$ cat src/rtl/button_pkg.sv
// Shared definitions for the pushbutton controller: FSM states, default
// 12 MHz timing constants and a small constant-width helper.
package button_pkg;

  typedef enum logic [1:0] {
    ST_IDLE = 2'd0,
    ST_DOWN = 2'd1,
    ST_HELD = 2'd2
  } state_e;

  // Defaults for a 12 MHz system clock.
  localparam int DEF_DEBOUNCE_CYCLES = 120_000;     // 10 ms
  localparam int DEF_LONG_CYCLES     = 12_000_000;  // 1 s
  localparam int DEF_REPEAT_CYCLES   = 2_400_000;   // 200 ms

  function automatic int max_int(input int a, input int b);
    return (a > b) ? a : b;
  endfunction

endpackage

$ cat src/rtl/button_debounce.sv
// Two-flop synchronizer plus stability counter for an active-low button.
// level_o is the debounced level (1 = down); rise_o/fall_o pulse for one
// cycle in the same cycle the debounced level changes.
module button_debounce
  import button_pkg::*;
#(
  parameter int DEBOUNCE_CYCLES = DEF_DEBOUNCE_CYCLES
) (
  input  logic clk,
  input  logic rst,
  input  logic din_n_i,
  output logic level_o,
  output logic rise_o,
  output logic fall_o
);

  localparam int CW = $clog2(DEBOUNCE_CYCLES + 1);
  localparam logic [CW-1:0] CNT_LAST = CW'(DEBOUNCE_CYCLES - 1);

  logic          sync1_q, sync2_q;
  logic          level_n_q, level_n_d;   // debounced level, pad polarity
  logic [CW-1:0] cnt_q, cnt_d;
  logic          rise_q, rise_d;
  logic          fall_q, fall_d;
  logic          mismatch;
  logic          flip;

  // Bring the asynchronous pad level into the clock domain; resets to released.
  always_ff @(posedge clk) begin
    // NOTE: sequential state is always assigned with <= so every flop samples
    // the pre-edge value of its neighbours (sync2_q gets the old sync1_q).
    if (rst) begin
      sync1_q <= 1'b1;
      sync2_q <= 1'b1;
    end else begin
      sync1_q <= din_n_i;
      sync2_q <= sync1_q;
    end
  end

  // Count consecutive disagreements; accept the new level on the last one.
  always_comb begin
    // NOTE: every output of this block gets a default first, so no path can
    // leave a value unassigned and infer a latch.
    mismatch  = (sync2_q != level_n_q);
    flip      = mismatch && (cnt_q == CNT_LAST);
    cnt_d     = '0;
    level_n_d = level_n_q;
    rise_d    = 1'b0;
    fall_d    = 1'b0;
    if (flip) begin
      level_n_d = sync2_q;
      rise_d    = ~sync2_q;
      fall_d    = sync2_q;
    end else if (mismatch) begin
      cnt_d = cnt_q + CW'(1);
    end
  end

  // Debounce state register.
  always_ff @(posedge clk) begin
    if (rst) begin
      cnt_q     <= '0;
      level_n_q <= 1'b1;
      rise_q    <= 1'b0;
      fall_q    <= 1'b0;
    end else begin
      cnt_q     <= cnt_d;
      level_n_q <= level_n_d;
      rise_q    <= rise_d;
      fall_q    <= fall_d;
    end
  end

  assign level_o = ~level_n_q;
  assign rise_o  = rise_q;
  assign fall_o  = fall_q;

endmodule

$ cat src/rtl/button_controller.sv
// Pushbutton event generator: debounced level plus single-cycle press,
// release, long-press and auto-repeat pulses, all registered.
module button_controller
  import button_pkg::*;
#(
  parameter int DEBOUNCE_CYCLES = DEF_DEBOUNCE_CYCLES,
  parameter int LONG_CYCLES     = DEF_LONG_CYCLES,
  parameter int REPEAT_CYCLES   = DEF_REPEAT_CYCLES
) (
  input  logic clk,
  input  logic rst,
  input  logic btn_n_i,
  input  logic repeat_en_i,
  output logic pressed_o,
  output logic press_o,
  output logic release_o,
  output logic long_press_o,
  output logic repeat_o
);

  localparam int HW = $clog2(max_int(LONG_CYCLES, REPEAT_CYCLES) + 1);
  localparam logic [HW-1:0] LONG_LAST   = HW'(LONG_CYCLES - 1);
  localparam logic [HW-1:0] REPEAT_LAST = HW'(REPEAT_CYCLES - 1);

  logic          level, rise, fall;
  state_e        state_q, state_d;
  logic [HW-1:0] hold_cnt_q, hold_cnt_d;
  logic          long_done, repeat_done;
  logic          pressed_d, press_d, release_d, long_press_d, repeat_d;
  logic          pressed_q, press_q, release_q, long_press_q, repeat_q;

  button_debounce #(
    .DEBOUNCE_CYCLES(DEBOUNCE_CYCLES)
  ) u_debounce (
    .clk     (clk),
    .rst     (rst),
    .din_n_i (btn_n_i),
    .level_o (level),
    .rise_o  (rise),
    .fall_o  (fall)
  );

  // Terminal counts: the cycle whose edge will emit long_press / repeat.
  assign long_done   = (hold_cnt_q == LONG_LAST);
  assign repeat_done = (hold_cnt_q == REPEAT_LAST);

  // FSM state register.
  always_ff @(posedge clk) begin
    if (rst) state_q <= ST_IDLE;
    else     state_q <= state_d;
  end

  // Next-state logic; a debounced release always takes priority over a timer.
  always_comb begin
    state_d = state_q;
    unique case (state_q)
      ST_IDLE: if (rise) state_d = ST_DOWN;
      ST_DOWN: begin
        if (fall)           state_d = ST_IDLE;
        else if (long_done) state_d = ST_HELD;
      end
      ST_HELD: if (fall) state_d = ST_IDLE;
      default: state_d = ST_IDLE;
    endcase
  end

  // Output and hold-counter logic; counter clears on every state change and wrap.
  always_comb begin
    pressed_d    = level;
    press_d      = 1'b0;
    release_d    = 1'b0;
    long_press_d = 1'b0;
    repeat_d     = 1'b0;
    hold_cnt_d   = '0;
    unique case (state_q)
      ST_IDLE: press_d = rise;
      ST_DOWN: begin
        if (fall)           release_d    = 1'b1;
        else if (long_done) long_press_d = 1'b1;
        else                hold_cnt_d   = hold_cnt_q + HW'(1);
      end
      ST_HELD: begin
        if (fall)             release_d  = 1'b1;
        else if (repeat_done) repeat_d   = repeat_en_i;
        else                  hold_cnt_d = hold_cnt_q + HW'(1);
      end
      default: ;
    endcase
  end

  // Registered outputs and hold counter; reset drops everything without a release.
  always_ff @(posedge clk) begin
    if (rst) begin
      hold_cnt_q   <= '0;
      pressed_q    <= 1'b0;
      press_q      <= 1'b0;
      release_q    <= 1'b0;
      long_press_q <= 1'b0;
      repeat_q     <= 1'b0;
    end else begin
      hold_cnt_q   <= hold_cnt_d;
      pressed_q    <= pressed_d;
      press_q      <= press_d;
      release_q    <= release_d;
      long_press_q <= long_press_d;
      repeat_q     <= repeat_d;
    end
  end

  assign pressed_o    = pressed_q;
  assign press_o      = press_q;
  assign release_o    = release_q;
  assign long_press_o = long_press_q;
  assign repeat_o     = repeat_q;

endmodule
$ cat config.mk
export PLATFORM = sky130hd
export DESIGN_NAME = button_controller
export DESIGN_NICKNAME = d
export VERILOG_FILES = /design/src/rtl/button_pkg.sv /design/src/rtl/button_debounce.sv /design/src/rtl/button_controller.sv
export SDC_FILE = /design/constraint.sdc
export NUM_CORES = 1
export LEC_CHECK = 0
export ABC_AREA = 1
export BUFFER_PORTS_ARGS = -buffer_cell sky130_fd_sc_hd__buf_2
export CELL_PAD_IN_SITES_DETAIL_PLACEMENT = 1
export CELL_PAD_IN_SITES_GLOBAL_PLACEMENT = 2
export CORE_ASPECT_RATIO = 1.25
export CORE_UTILIZATION = 38
export DETAILED_ROUTE_END_ITERATION = 16
export GPL_ROUTABILITY_DRIVEN = 0
export GPL_TIMING_DRIVEN = 1
export PLACE_DENSITY = 0.86
export SLEW_MARGIN = 10
export SYNTH_ARGS = -nofsm -noshare
export SYNTH_HDL_FRONTEND = slang
export SYNTH_SLANG_ARGS = --single-unit
$ cat constraint.sdc
create_clock -name clk -period 2.8 [get_ports clk]
set_clock_uncertainty 0.05 [all_clocks]
set_input_delay 0.28 -clock clk [delete_from_list [all_inputs] [get_ports clk]]
set_output_delay 0.28 -clock clk [all_outputs]
set_load 0.01 [all_outputs]
* Word-level counts from Yosys, hierarchy flattened
Cells that the tools add are included.
** Operators by class
- Add/sub/neg operators :: 2
- Equality and inequality tests :: 9
- Mux-type cells :: 12
- Bitwise logic cells :: 9
- Reduce and logical (&&, ||, !) cells :: 10
** Operators with widths (count)
- $mux W24 :: 4
- $pmux W24 S2 :: 1
- $add A24 B1 Y24 const B :: 1
- $eq A24 B22 Y1 const B :: 1
- $eq A24 B24 Y1 const B :: 1
- $add A17 B1 Y17 const B :: 1
- $eq A17 B17 Y1 const B :: 1
- $not A1 Y1 :: 9
- $mux W2 :: 4
- $reduce_or A2 Y1 :: 4
- $pmux W2 S3 :: 1
- $reduce_or A3 Y1 :: 2
- $ne A2 B1 Y1 const B :: 2
- $reduce_or A4 Y1 :: 1
- $ne A3 B2 Y1 const B :: 1
- $reduce_and A3 Y1 :: 1
- $eq A2 B1 Y1 const B :: 1
- $eq A2 B2 Y1 const B :: 1
- $logic_not A2 Y1 :: 1
- $mux W1 :: 2
- $logic_and A1 B1 Y1 :: 1
- $ne A1 B1 Y1 :: 1
** Word-level totals
- Register bits :: 53

* Logic depth before layout (Yosys ltp)
Gate-level depths: netlist of run 1.
- Depth after elaboration :: 4
- Depth in mapped cells :: 11
- Mapped depth without buffers :: 10

* Hierarchy
From an unflattened synthesis of run 1, not the netlist that was laid out.
** Second synthesis, totals
- Cells, all modules :: 391
- Area, all modules :: 2792.7 um2
** By module, submodules not included
- button_controller :: times used 1, cells an instance 227, area each 1651.6 um2
- button_debounce :: times used 1, cells an instance 164, area each 1141.1 um2

* Worst setup path before layout of run 1
OpenSTA, ideal clock, no wires.
- Path kind :: register to register
- Start :: register hold_cnt_q[0]
- End :: register hold_cnt_q[2]
- Library setup time :: 116 ps
- Arrival :: 1327 ps
- Required time :: 2634 ps
- Path slack :: 1307 ps
- Stages on the path, launching flop included :: 12
- Path buffers :: 1
- Clock period less this slack :: 1493 ps
- Cell sequence :: dfxtp_1 ha_1 nand2_1 inv_2 nand2_1 nor2_4 nand3_2 nand2_2 nand2_2 nand2_4 buf_6 nor2_1
** Between the ends
- Word-level cells in the longest chain between the ends :: 4
- Elaborated cells between the ends (all ways) :: 8
- Classes of those cells :: 1 x add/sub; 2 x eq/ne; 5 x mux
** Ends and longest elaborated chain
- from (decl) :: line button_controller.sv:27 : logic [HW-1:0] hold_cnt_q, hold_cnt_d;
- from (signal assigned) :: line button_controller.sv:101 : hold_cnt_q <= hold_cnt_d;
- $add A24 B1 Y24 (tied with other cells) :: line button_controller.sv:80, button_controller.sv:85
- $mux W24, on equally long branches :: line button_controller.sv:84, button_controller.sv:79
- $mux W24, on equally long branches :: line button_controller.sv:83, button_controller.sv:78
- $pmux W24 S2 (*) :: line button_controller.sv:75 : unique case (state_q)
Every way passes the cells marked *; elsewhere a longest branch is shown, timed or not.
A chain may end at the register's enable or synchronous reset.

* Final worst setup path of run 1
- Start :: register hold_cnt_q[0]
- End :: register hold_cnt_q[6]
Same word-level chain as after synthesis.

==> impl_results.rst, run 1 <==
.. list-table::
   :header-rows: 1

   * - Metric
     - Value
   * - Number of cells traversed by the worst hold path
     - 2
   * - Area fraction of the dominant cell type after synthesis
     - around two fifths
   * - Antenna diode count
     - 0
   * - Filler cells
     - 877
   * - Via count of the first global-routing pass
     - approximately 2.3k
   * - Final worst path period share
     - between 60% and 70%
   * - Iter 0 DRT Violations
     - 36
   * - Dominant combinational cell family by area after synthesis
     - simple AND/OR/NAND/NOR gates
   * - Final nets
     - a little under 400
   * - Top Metal Used
     - met4
   * - Number of DRC violations after detailed routing
     - 0
   * - Routed wl met2
     - ~3000 um
   * - Achievable clock frequency
     - roughly 570 MHz
   * - Clk sinks
     - 53
   * - Clock-pin slew reported for the worst setup and hold paths after clock tree synthesis
     - 0.10 ns
   * - Final setup viols
     - 0
   * - CP startpoint kind
     - flip-flop
   * - Mux contribution to synthesized area
     - 0%
   * - Count of hold buffers inserted by post-cts repair
     - 0
   * - Initial antenna violation count
     - 0
   * - Maximum number of buffers from clock root to sink
     - 2
   * - Met3 wire length
     - between 70 and 80 um
   * - Effective utilization at floorplan
     - approximately 39%
   * - Gr ovfl total
     - 0
   * - Horizontal die dimension
     - 75.4 um
   * - Signed area change from the synthesized netlist to the final layout
     - 9.88%
   * - Max-slew violations
     - 0
   * - Post-detailed-route count of antenna-violating nets
     - 0
   * - # rows
     - 33
   * - Minimum clock period after layout
     - approximately 1.8 ns
   * - Synthesized-area fraction occupied by ao, oa, aoi and oai cells
     - 2.01%
   * - Unrepaired setup endpoints after global routing
     - false
   * - Num CTS Buffers
     - 5
   * - WP data arrival
     - about 1.9 ns
   * - Synth top area cells
     - dfxtp_1 (41%), nor2_1 (12%), nand2_1 (11%), inv_1 (6.2%), xor2_1 (6.2%)
   * - Number of top-level pins
     - 9
   * - Fraction of final layout cells sized beyond drive strength 1
     - 8.75%
   * - Worst reg2reg startpoint
     - hold_cnt_q[0]$_SDFF_PP0_
   * - Count of input and output buffers
     - 8
   * - Synthesized net count
     - around 370
   * - TNS Setup
     - 0 ns
   * - VDD IR max
     - 0.218 mV
   * - Cell type with the highest aggregate area in the netlist
     - dfxtp_1
   * - Routed vias
     - between 2k and 2.5k
   * - Warning count from the yosys run
     - 0
   * - Count of mapped cells out of synthesis
     - around 360
   * - Post-Synth Adder-Cell Area
     - under 10%
   * - Routed WL
     - 5660 um
   * - Global-route wire length before repair
     - ~10000 um
   * - CTS tree
     - built
   * - Worst-path maximum fanout
     - 23
   * - Later-pin clock latency in the skew report
     - about 0.31 ns
   * - Post-Syn Area
     - 0.00256 mm2
   * - Max_slew headroom
     - about 70%
   * - Worst Reg2Reg Path Length in Cells
     - 10
   * - Buffer count from post-CTS setup fixing
     - 0
   * - Vias per cell
     - roughly 4.7
   * - Design Area, Final
     - ~0.0028 mm2
   * - Transition at the pin with the smallest max-transition slack
     - roughly 0.45 ns
   * - Hold worst-path end
     - u_debounce.sync1_q$_SDFF_PP1_
   * - Total of max-cap violations
     - 0
   * - Required time at the worst-slack endpoint
     - 2.94 ns
   * - Xor-xnor portion of the synthesized cell area
     - between 8 and 9%
   * - Die Height
     - 93.7 um
   * - Synth cell types
     - 26
   * - Setup Slack @ Placement
     - between 1 and 1.5 ns
   * - # resized after CTS
     - 0
   * - Timing startpoint of the critical path
     - hold_cnt_q[0]$_SDFF_PP0_
   * - Post-synthesis area per instance
     - approximately 7.0 um2
   * - Result of the run
     - completed
   * - Placeable core region
     - between 0.006 and 0.007 mm2
   * - Element type at the critical path end
     - flip-flop
   * - Class of the worst hold path
     - input pin to flip-flop
   * - WS Path Type
     - flip-flop to flip-flop
   * - Post-synthesis sequential element count
     - 53
   * - Startpoint of the tightest hold check path
     - btn_n_i
   * - Static leakage
     - ~0.0010 uW
   * - Overall global routing resource usage
     - a little under a fifth
   * - DIE AREA
     - 0.00706 mm2
   * - First-pass iteration count of the detailed router
     - 4
   * - Buffer type at the clock tree root
     - clkbuf_8
   * - Average routed wire per standard cell
     - 12.2 um
   * - Placed wire-length estimate after detailed placement
     - roughly 4400 um
   * - Simple-gate portion of the synthesized area
     - 37.7%
   * - H-tree lvl count
     - 2
   * - Register-to-register setup slack
     - 1.05 ns
   * - Final Hold Viols
     - 0
   * - Sum of routed wire segments on met1
     - approximately 2500 um
   * - Sequential element share of the synthesized area
     - 41.5%
   * - Setup slack of the critical path after layout
     - between 1 and 1.5 ns
   * - Power per standard cell area
     - 492 mW/mm2
   * - Placement-stage cell area
     - roughly 0.0027 mm2
   * - Largest net degree at the start of global routing
     - 24
   * - Reg-to-reg critical path endpoint
     - hold_cnt_q[6]$_SDFF_PP0_
[critical path, cell delays in order, from the launching register on]
cell and delay [ns]:
dfxtp_1 0.38, ha_1 0.20, nand2_1 0.10, inv_2 0.07, nand2_1 0.08, nor2_4 0.16, nand3_2 0.12, nand2_2 0.11
nand2_2 0.09, nand2_4 0.22, nor2_1 0.08
[cell usage in the layout, fill, tap and decap left out, types with 3 or more instances in the layout]
cell       n
or2_2      3
a21oi_1    7
xor2_1    18
nor3_1    16
buf_2      8
xnor2_1    7
nor2_1    82
inv_2      3
inv_1     42
nand2_1   78
nand4_1    7
dfxtp_1   53
nor2_2     3
clkbuf_8   5
ha_1       5
nand2_2    4
nand3_1   23
[synth_stat cells]
master and number:
nand2_2 4, inv_2 3, nand2_4 1, nor3_1 16, or2_1 1, nand2_1 78, dfxtp_1 53, nand3_1 23
or2_2 3, nand4_1 7, nand3_2 1, xnor2_1 7, nor2_4 1, or2_0 1, nand3b_1 1, xor2_1 18
a31oi_1 1, a21oi_1 7, nor2_2 3, buf_4 1, buf_6 2, nor2_1 82, inv_1 42, o21ai_0 2
nor3_2 1, ha_1 5
[flip-flops by register name, indices dropped and copies added (netlist names)]
name                  cells
hold_cnt_q               24
release_o                 1
long_press_o              1
u_debounce.rise_o         1
state_q                   2
u_debounce.cnt_q         17
u_debounce.level_n_q      1
press_o                   1
u_debounce.sync1_q        1
u_debounce.sync2_q        1
pressed_o                 1
u_debounce.fall_o         1
repeat_o                  1
[layout make-up]
class	instances	area (um2)	area share, %
Clock buffer	5	68.8	2.45
Clock inverter	3	65.1	2.32
Inverter	45	169	6.01
Multi-Input combinational cell	263	1300	46.2
Sequential cell	53	1060	37.8
Tap cell	87	109	3.87
Timing Repair Buffer	8	40.0	1.42
[how the worst max path moves through the flow]
stage | cells after the start | end
floorplan | 11 | hold_cnt_q[2]$_SDFF_PP0_
detailed placement | 10 | hold_cnt_q[6]$_SDFF_PP0_
global route | 10 | hold_cnt_q[6]$_SDFF_PP0_
finish | 10 | hold_cnt_q[6]$_SDFF_PP0_
CTS | 10 | hold_cnt_q[0]$_SDFF_PP0_
global placement | 10 | hold_cnt_q[19]$_SDFF_PP0_
[metal layers]
metal | vias to the layer above | track usage [%]
li1 | 1146 | -
met1 | 1024 | 19.1
met2 | 13 | 35.5
met3 | 4 | 3.54
met4 | 0 | 4.63
met5 | - | 0
[through the flow]
stage                     hold WS, ns  instances  utilization [%]  total power [uW]
after floorplan                 0.302        364                -               779
after global placement          0.350        456             41.0               784
after detailed placement        0.347        456             41.0               784
after CTS                      0.0906        464             43.1              1400
after global routing           0.0961        464             43.1              1430
final                           0.101        464             43.1              1380
[where the power goes]
| part | internal (uW) | switching, uW |
|---|---|---|
| Combinational | 3.64 | 6.69 |
| Sequential | 755 | 0.883 |
| Clock | 355 | 260 |
| Total | 1110 | 268 |
[cell families (layout without fill, tap and decap cells)]
kind of cell    after synthesis  in the layout
xor+xnor                     25             25
fa+ha+maj                     5              5
compound gates               10             10
flops                        53             53
buf+inv                      48             61
simple gates                223            223
Note: power is estimated with default switching activity, not from simulation.
==> run 2: changes to the inputs <==
- ABC_AREA: 1 -> 0
- CORE_UTILIZATION: 38 -> 35
- PLACE_DENSITY: 0.86 -> 0.77
- clock period: 2.8 -> 1.5 ns (I/O delays scaled with it)
==> impl_results.rst, run 2 <==
.. list-table::
   :header-rows: 1

   * - Metric
     - Value
   * - Static leakage
     - 0.00137 uW (+32%)
   * - Post-synthesis sequential element count
     - 53 (unchanged)
   * - Initial antenna violation count
     - 0 (unchanged)
   * - Synth cell types
     - 42 (+62%)
   * - CTS tree
     - built
   * - Antenna diode count
     - 0 (unchanged)
   * - Signed area change from the synthesized netlist to the final layout
     - 54.8%
   * - Transition at the pin with the smallest max-transition slack
     - 0.610 ns (+0.160 ns)
   * - Max-slew violations
     - 0 (unchanged)
   * - # rows
     - 33 (unchanged)
   * - WP data arrival
     - 2.07 ns (+0.18 ns)
   * - Sequential element share of the synthesized area
     - 43.0% (+1.5 points)
   * - Startpoint of the tightest hold check path
     - rst
   * - Routed WL
     - 8940 um (+58%)
   * - Count of mapped cells out of synthesis
     - 274 (-25%)
   * - Most frequent cells in the layout
     - buf_4 (73), dfxtp_1 (43)
   * - Required time at the worst-slack endpoint
     - 1.66 ns (-1.28 ns)
   * - Worst-path maximum fanout
     - 6 (-74%)
   * - Die Height
     - 95.9 um (+2.3%)
   * - Post-synthesis area per instance
     - 9.00 um2 (+28%)
   * - Dominant cell by count in the synthesized netlist
     - dfxtp_1
   * - Max_slew headroom
     - 58.9% (-11 points)
   * - Worst reg2reg startpoint
     - hold_cnt_q[12]$_SDFF_PP0_
   * - CP startpoint kind
     - flip-flop
   * - Maximum number of buffers from clock root to sink
     - 2 (unchanged)
   * - Clk sinks
     - 53 (unchanged)
   * - Element type at the critical path end
     - flip-flop
   * - Vias per cell
     - 5.50 (+17%)
   * - Number of DRC violations after detailed routing
     - 0 (unchanged)
   * - Worst Reg2Reg Path Length in Cells
     - 6 (-4)
   * - Average routed wire per standard cell
     - 19.5 um (+60%)
   * - Buffer type at the clock tree root
     - clkbuf_8
   * - WS Path Type
     - flip-flop to flip-flop
   * - Final Hold Viols
     - 0 (unchanged)
   * - Global-route wire length before repair
     - 11900 um (+21%)
   * - Count of input and output buffers
     - 8 (unchanged)
   * - Placeable core region
     - 0.00669 mm2 (+2.5%)
   * - Largest net degree at the start of global routing
     - 20 (-17%)
   * - Result of the run
     - complete, but fails checks
   * - Registers with the most flip-flops
     - hold_cnt_q: 24 flops, u_debounce.cnt_q: 17 flops, state_q: 2 flops
   * - Post-detailed-route count of antenna-violating nets
     - 0 (unchanged)
   * - Unrepaired setup endpoints after global routing
     - true
   * - First-pass iteration count of the detailed router
     - 5 (+1)
   * - Register containing the most flip-flops in the final layout
     - hold_cnt_q
   * - Register-to-register setup slack
     - -0.41 ns (-1.45 ns)
   * - Final setup viols
     - 45 (+45)
   * - TNS Setup
     - -14.07 ns (-14.07 ns)
   * - Hold worst-path end
     - pressed_o$_SDFF_PP0_
   * - Power per standard cell area
     - 626 mW/mm2 (+27%)
   * - Class of the worst hold path
     - input pin to flip-flop
   * - Routed vias
     - 2523 (+15%)
   * - Final nets
     - 380 (-1.3%)
   * - Reg-to-reg critical path endpoint
     - hold_cnt_q[18]$_SDFF_PP0_
   * - Setup slack of the critical path after layout
     - -0.407 ns (-1.45 ns)
   * - Area fraction of the dominant cell type after synthesis
     - 43.0% (+1.5 points)
   * - Iter 0 DRT Violations
     - 64 (+78%)
   * - Warning count from the yosys run
     - 0 (unchanged)
   * - Num CTS Buffers
     - 5 (unchanged)
   * - Post-Syn Area
     - 0.00247 mm2 (-3.5%)
   * - Overall global routing resource usage
     - 20.6% (+2.4 points)
   * - Clock-pin slew reported for the worst setup and hold paths after clock tree synthesis
     - 0.11 ns (about the same)
   * - Cell type with the highest aggregate area in the netlist
     - dfxtp_1
   * - EDFF count, synth
     - 0 (unchanged)
   * - Final core occ
     - 57.1% (+14 points)
   * - Final worst path period share
     - 127% (+64 points)
   * - H-tree lvl count
     - 2 (unchanged)
   * - Number of cells traversed by the worst hold path
     - 2 (unchanged)
   * - Horizontal die dimension
     - 77.1 um (+2.3%)
   * - Via count of the first global-routing pass
     - 2581 (+14%)
   * - Later-pin clock latency in the skew report
     - 0.32 ns (about the same)
   * - Total of max-cap violations
     - 0 (unchanged)
   * - Max FFs per register
     - 24 (unchanged)
   * - Gr ovfl total
     - 0 (unchanged)
   * - Number of top-level pins
     - 9 (unchanged)
   * - Violations in the final reports
     - negative setup slack
   * - Achievable clock frequency
     - 524 MHz (-8.0%)
   * - Placed wire-length estimate after detailed placement
     - 4910 um (+12%)
   * - Fraction of final layout cells sized beyond drive strength 1
     - 50.0% (+41 points)
   * - Synthesized net count
     - 283 (-24%)
   * - DIE AREA
     - 0.00739 mm2 (+4.6%)
   * - Prevailing post-synth register cell
     - dfxtp_1
   * - Top post-synthesis cells by count
     - dfxtp_1 (53), nor2_1 (21), a21oi_1 (16), nand2_1 (16)
   * - VDD IR max
     - 0.511 mV (+130%)
   * - Most frequent standard cell in the layout excluding fill and tap cells
     - buf_4
   * - Minimum clock period after layout
     - 1.91 ns (+0.153 ns)
   * - Synth top area cells
     - dfxtp_1 (43%), xnor2_1 (5.0%), xor2_1 (3.9%), nand4_1 (3.8%), a21oi_1 (3.2%)
   * - Synth async-reset ratio
     - 0% (unchanged)
   * - Effective utilization at floorplan
     - 36.9% (-2.3 points)
-- run 2: cell types whose count changed in the layout (fill, tap and decap cells not counted), sizes merged, moves of 9 or more --
cell | previous run | this run
or4 | 0 | 9
nor2 | 86 | 21
a22oi | 0 | 11
nand3 | 24 | 15
nand4 | 7 | 16
buf | 8 | 95
a21oi | 7 | 16
inv | 45 | 10
nand2 | 83 | 16
-- run 2: final cells by class --
cell class,instances,area (um2)
clock inverters,3,26.3
fillers,774,2870
clock buffers,5,68.8
repair buffers,99,856
inverters,10,37.5
well taps,87,109
multi-input cells,202,1640
flip-flops and latches,53,1080
-- run 2: worst max-delay path by stage --
stage	startpoint	endpoint	cells after the start	slack [ns]
global placement	hold_cnt_q[13]$_SDFF_PP0_	state_q[0]$_SDFFE_PP0P_	6	-0.40
detailed placement	hold_cnt_q[13]$_SDFF_PP0_	state_q[0]$_SDFFE_PP0P_	6	-0.41
finish	hold_cnt_q[12]$_SDFF_PP0_	hold_cnt_q[18]$_SDFF_PP0_	6	-0.41
CTS	hold_cnt_q[4]$_SDFF_PP0_	hold_cnt_q[23]$_SDFF_PP0_	4	-0.38
floorplan	hold_cnt_q[4]$_SDFF_PP0_	hold_cnt_q[18]$_SDFF_PP0_	5	-0.39
global route	hold_cnt_q[19]$_SDFF_PP0_	hold_cnt_q[21]$_SDFF_PP0_	7	-0.46
-- run 2: cells by family (layout without fill, tap and decap cells) --
group	after synthesis	in the layout	synth area share, %
fa+ha+maj	5	5	2.54
compound gates	49	49	13.3
flops	53	53	43.0
xor+xnor	25	25	8.87
mux	1	1	0.406
buf+inv	20	117	3.40
simple gates	121	122	28.5
-- run 2: routing by layer --
layer	wire, um	vias to the layer above	part of all wire [%]	GRT usage, %
li1	-	1206	-	-
met1	3500	1257	39	21.8
met2	4900	36	55	41.2
met3	226	24	2.5	2.75
met4	317	0	3.5	7.70
met5	0	-	0	0
-- run 2: per-stage QoR --
| stage | worst slack (ns) | instance area, um2 | hold WS, ns | cells | power [uW] |
|---|---|---|---|---|---|
| 2_1_floorplan | -0.389 | 2560 | 0.167 | 274 | 1490 |
| 3_3_place_gp | -0.396 | 3220 | 0.286 | 435 | 1520 |
| 3_5_place_dp | -0.412 | 3220 | 0.287 | 435 | 1530 |
| 4_1_cts | -0.385 | 3510 | 0.0148 | 452 | 2390 |
| 5_1_grt | -0.464 | 3820 | 0.0280 | 459 | 2480 |
| 6_report | -0.407 | 3820 | 0.0130 | 459 | 2390 |
-- run 2: critical path, stage by stage (launching register included) --
cell,delay (ns)
dfxtp_1,0.40
nor4bb_2,0.42
nand4_1,0.24
a22oi_2,0.30
buf_6,0.16
clkbuf_16,0.15
a22oi_2,0.07
-- run 2: where the power goes --
part	internal [uW]	switching [uW]	total, uW	leakage [uW]
clock	342	538	880	0.0000487
sequential	1410	3.91	1410	0.000433
combinational	44.5	52.9	97.4	0.000890
total	1800	595	2390	0.00137
-- run 2: repair_timing --
item | in CTS | in global routing
pin swaps | 7 | 14
endpoints found under the setup margin | 45 | 48
hold buffers | 1 | 0
buffers inserted | 5 | 4
cloned | 3 | 3
hold endpoints to repair | 1 | 0
gates resized for setup | 22 | 54
